===== src/rtl/eth_rst_seq.sv =====
// eth_rst_seq: power-up reset sequencer for PLL lock, PHY reset pulse, PHY settle and Nios II release
module eth_rst_seq #(
  parameter int LOCK_FILT      = 16,
  parameter int PHY_RST_CYC    = 500000,
  parameter int PHY_SETTLE_CYC = 250000,
  parameter int SYNC_STAGES    = 2
) (
  input  logic sys_clk,
  input  logic sys_rst_n,
  input  logic pll_locked,
  input  logic soft_rst_req,
  output logic eth_rst_n,
  output logic nios_rst_n,
  output logic phy_ready
);
  localparam int MAXC = (PHY_RST_CYC > PHY_SETTLE_CYC) ? PHY_RST_CYC : PHY_SETTLE_CYC;
  localparam int CW   = $clog2(MAXC + 1);
  localparam int LW   = $clog2(LOCK_FILT + 1);
  typedef enum logic [1:0] {IDLE, PHY_RST, PHY_WAIT, RUN} state_t;
  state_t state, nxt;
  logic [SYNC_STAGES-1:0] lk_sr, rq_sr;
  logic [LW-1:0] lf_cnt;
  logic [CW-1:0] cnt, cnt_nxt;
  logic lk_s, rq_s, rq_d, rq_rise, lock_ok;
  assign lk_s    = lk_sr[SYNC_STAGES-1];
  assign rq_s    = rq_sr[SYNC_STAGES-1];
  assign rq_rise = rq_s & ~rq_d;
  assign lock_ok = lf_cnt == LW'(LOCK_FILT);
  // synchronizers, request edge history and saturating lock filter
  always_ff @(posedge sys_clk or negedge sys_rst_n)
    if (!sys_rst_n) begin
      lk_sr  <= '0;
      rq_sr  <= '0;
      rq_d   <= 1'b0;
      lf_cnt <= '0;
    end else begin
      lk_sr  <= {lk_sr[SYNC_STAGES-2:0], pll_locked};
      rq_sr  <= {rq_sr[SYNC_STAGES-2:0], soft_rst_req};
      rq_d   <= rq_s;
      lf_cnt <= !lk_s ? '0 : lock_ok ? lf_cnt : lf_cnt + 1'b1;
    end
  // next state; lock loss overrides everything, request edges only matter in RUN
  always_comb begin
    nxt = state;
    if (!lk_s) nxt = IDLE;
    else case (state)
      IDLE:     nxt = lock_ok ? PHY_RST : IDLE;
      PHY_RST:  nxt = (cnt == CW'(PHY_RST_CYC - 1)) ? PHY_WAIT : PHY_RST;
      PHY_WAIT: nxt = (cnt == CW'(PHY_SETTLE_CYC - 1)) ? RUN : PHY_WAIT;
      default:  nxt = rq_rise ? PHY_RST : RUN;
    endcase
    cnt_nxt = (nxt != state || state == IDLE || state == RUN) ? '0 : cnt + 1'b1;
  end
  // state, counter and outputs decoded from next state so they move together
  always_ff @(posedge sys_clk or negedge sys_rst_n)
    if (!sys_rst_n) begin
      state      <= IDLE;
      cnt        <= '0;
      eth_rst_n  <= 1'b0;
      nios_rst_n <= 1'b0;
      phy_ready  <= 1'b0;
    end else begin
      state      <= nxt;
      cnt        <= cnt_nxt;
      eth_rst_n  <= nxt == PHY_WAIT || nxt == RUN;
      nios_rst_n <= nxt == RUN ? 1'b1 : nxt == IDLE ? 1'b0 : nios_rst_n;
      phy_ready  <= nxt == RUN;
    end
endmodule


===== config.mk =====
export PLATFORM = sky130hd
export DESIGN_NAME = eth_rst_seq
export DESIGN_NICKNAME = d
export VERILOG_FILES = /design/src/rtl/eth_rst_seq.sv
export SDC_FILE = /design/constraint.sdc
export NUM_CORES = 1
export LEC_CHECK = 0
export ABC_AREA = 1
export BUFFER_PORTS_ARGS = -buffer_cell sky130_fd_sc_hd__buf_2
export CAP_MARGIN = 20
export CORE_ASPECT_RATIO = 1.2
export CORE_MARGIN = 3
export CORE_UTILIZATION = 40
export CTS_CLUSTER_SIZE = 14
export DETAILED_ROUTE_END_ITERATION = 6
export PLACE_DENSITY = 0.63
export SLEW_MARGIN = 0
export SYNTH_ARGS = -nofsm -noshare
export SYNTH_HDL_FRONTEND = slang
export SYNTH_SLANG_ARGS = --single-unit

===== constraint.sdc =====
create_clock -name sys_clk -period 2.1 [get_ports sys_clk]
set_clock_uncertainty 0.1 [all_clocks]
set_input_delay 0.42 -clock sys_clk [delete_from_list [all_inputs] [get_ports sys_clk]]
set_output_delay 0.42 -clock sys_clk [all_outputs]
set_load 0.02 [all_outputs]

==> results.toml <==
[run_status]
outcome = "finished, final reports clean"

[yosys]
synth_cells = 215
yosysSeqAreaShare_pct = 46.9
yosysMostFrequentCell = "nand2_1"
synth_edf_count = 0
synthFlopType = "dfrtp_1"
yosys.area.top_type = "dfrtp_1"
ys_ff_latch = 34
synth_top_area_share_pct = 46.9
ys_types = 27
syn_area_sq_um = 1810
synth_fp_nets = 224
syn_avg_cell_area_sq_um = 8.44
synth_common_cells = "nand2_1 (44), dfrtp_1 (34), nor2_1 (31)"
synth_area_leaders = "dfrtp_1 (47%), nand2_1 (9.1%), nor2_1 (6.4%), inv_1 (5.8%), xor2_1 (5.3%)"
synthArstFlopShare_pct = 100
yosys_warnings = 0

[setup_path]
reg2reg_slack_ns = 0.15
worstSetupEndpointType = "register"
required_ns = 2.17
crit_type = "register to register"
start_kind = "register"
path_max_fanout = 3
r2r-start = "lf_cnt[0]$_DFFE_PN0P_"
crit_arrival_ns = 2.02
r2r_cells = 13
worstReg2RegEnd = "nios_rst_n$_DFFE_PN0P_"

[die]
rows = 26
die_h_microns = 79.8
dieArea_sq_um = 5380
fp.dieW_microns = 67.5
ios = 7
core_sq_um = 4330
start_util_pct = 41.9

[timing]
setup_violations = 0
setup_tns_ns = 0
rsz0062_at_grt = "no"
fmax_mhz = 512
hold_slack_ns = 0.0771
worst_pin_slew_ns = 0.717
slew_headroom_pct = 52.2
worst_slack_ns = 0.148
period_share_pct = 92.9
period_minus_slack_ns = 1.95
hold_viol_final = 0
slew_viol_final = 0

[final_layout]
diodes = 0
layout.nets = 242
fin_area_sq_um = 2040
drive_above_1_share_pct = 20.1
syn2layout_area_growth_pct = 12.4

[detailed_routing]
dr.pass1.iters = 4
ant_nets = 0
via_count = 1332
wl_per_cell_microns = 11.1
drc = 0
dr.first_iter.drc_count = 91
routed_wl_microns = 3230
viasPerCell = 4.59

[clock_network]
cts.hold.buffers_added = 0
clock_sink_count = 34
cts_max_level = 2
worstSkewPairLatency_ns = 0.29
cts_tree = "done"
clockBufferDepth = 2
cts_made_buffers = 5
cts_root_buf = "clkbuf_8"
clk_pin_slew_ns = 0.07

[placement]
dp_slack_ns = 0.116
routabilityCongestion = 0.916
port_buffers = 6
dpl_cell_area_sq_um = 1930
place_hpwl_microns = 2420

[grt]
met2_usage_pct = 23.7
grtUsageMet3_pct = 3.38
grt_overflow = 0
grt_pass1_wl_microns = 5930
grt_pass1_vias = 1392
grt_max_degree = 35
grt_busiest_layer = "met2"
use_met1_pct = 17.0
globalRouteTotalUtil_pct = 14.6
grt_antenna_before_repair = 0

[power]
cellPowerDensity_nw_per_um2 = 592
totalPowerFinal_w = 0.00121
p_leak_nw = 0.935
ir_drop_mv = 0.216

[hold_path]
min_path_type = "input pin to async pin"

[flow_run]
timing.max_cap.violations = 0
==> power by group <==
part	leakage (nW)	switching, W	internal (W)
clock network	0.0472	0.000241	0.000263
registers	0.461	0.00000517	0.000664
logic	0.426	0.0000241	0.0000108
total	0.935	0.000270	0.000938
==> registers in the layout, summed over array words and instances, names as in the netlist, 2 cells and up <==
register	count
state	2
lk_sr	2
lf_cnt	5
cnt	19
rq_sr	2
==> cell type report <==
class	instances	area, sq um
tap	56	70.1
clock buffer	6	82.6
sequential	34	851
timing repair buffer	13	82.6
multi-input combinational	149	828
inverter	30	113
fill	443	2290
clock inverter	2	12.5
==> critical path, cell delays in order (launching register included) <==
cell and delay [ns]:
dfrtp_1 0.38, inv_1 0.09, ha_1 0.14, inv_1 0.04
nor2_2 0.08, nand3_1 0.07, nand2_1 0.06, inv_1 0.03
nand2_1 0.05, inv_1 0.04, nand2_2 0.08, nand2_4 0.07
ha_1 0.28, mux2_2 0.32
==> per-layer routing <==
layer	part of all wire, %	wire length (microns)	vias to the layer above
met4	3.0	97	0
met5	0	0	-
met2	50	1630	14
li1	-	-	696
met1	44	1430	615
met3	2.2	72	7
==> cells in the final DEF (no fill, tap or decap), drive strengths merged, types with 6 or more instances in the layout <==
cell type | synthesis | routed
inv | 29 | 29
xor2 | 11 | 11
clkbuf | 0 | 6
nand3 | 14 | 14
dfrtp | 34 | 34
buf | 2 | 13
o21ai | 7 | 7
nand2 | 48 | 48
nor2 | 45 | 45
nor3 | 7 | 7
==> what timing repair did <==
| item | CTS | global route |
|---|---|---|
| endpoints found under the setup margin | 0 | 1 |
| setup buffers | 0 | 1 |
| resized for setup | 0 | 1 |
==> stage by stage <==
| step | cells | utilization, % |
|---|---|---|
| after floorplan | 215 | - |
| after CTS | 289 | 46.9 |
| after detailed placement | 281 | 44.7 |
| final | 290 | 47.1 |
| after global routing | 290 | 47.1 |
| after global placement | 281 | 44.7 |
==> cells by family (layout without fill, tap and decap cells) <==
| logic type | count (synthesis) | count (layout) | share of synthesized area, % |
|---|---|---|---|
| buf+inv | 32 | 51 | 7.59 |
| compound gates | 11 | 11 | 3.17 |
| xor+xnor | 12 | 12 | 5.79 |
| simple gates | 120 | 120 | 32.5 |
| flops | 34 | 34 | 46.9 |
| fa+ha+maj | 5 | 5 | 3.45 |
| mux | 1 | 1 | 0.621 |
==> how the worst max path moves through the flow <==
stage	startpoint	endpoint	slack (ns)	cells past startpoint
after CTS	lf_cnt[0]$_DFFE_PN0P_	nios_rst_n$_DFFE_PN0P_	0.1	13
after global routing	lf_cnt[1]$_DFFE_PN0P_	nios_rst_n$_DFFE_PN0P_	0.02	13
after global placement	lf_cnt[0]$_DFFE_PN0P_	nios_rst_n$_DFFE_PN0P_	0.12	13
final	lf_cnt[0]$_DFFE_PN0P_	nios_rst_n$_DFFE_PN0P_	0.15	13
after detailed placement	lf_cnt[0]$_DFFE_PN0P_	nios_rst_n$_DFFE_PN0P_	0.12	13
after floorplan	cnt[0]$_DFF_PN0_	nios_rst_n$_DFFE_PN0P_	0.11	10
Power figures use the tool's default switching activity.
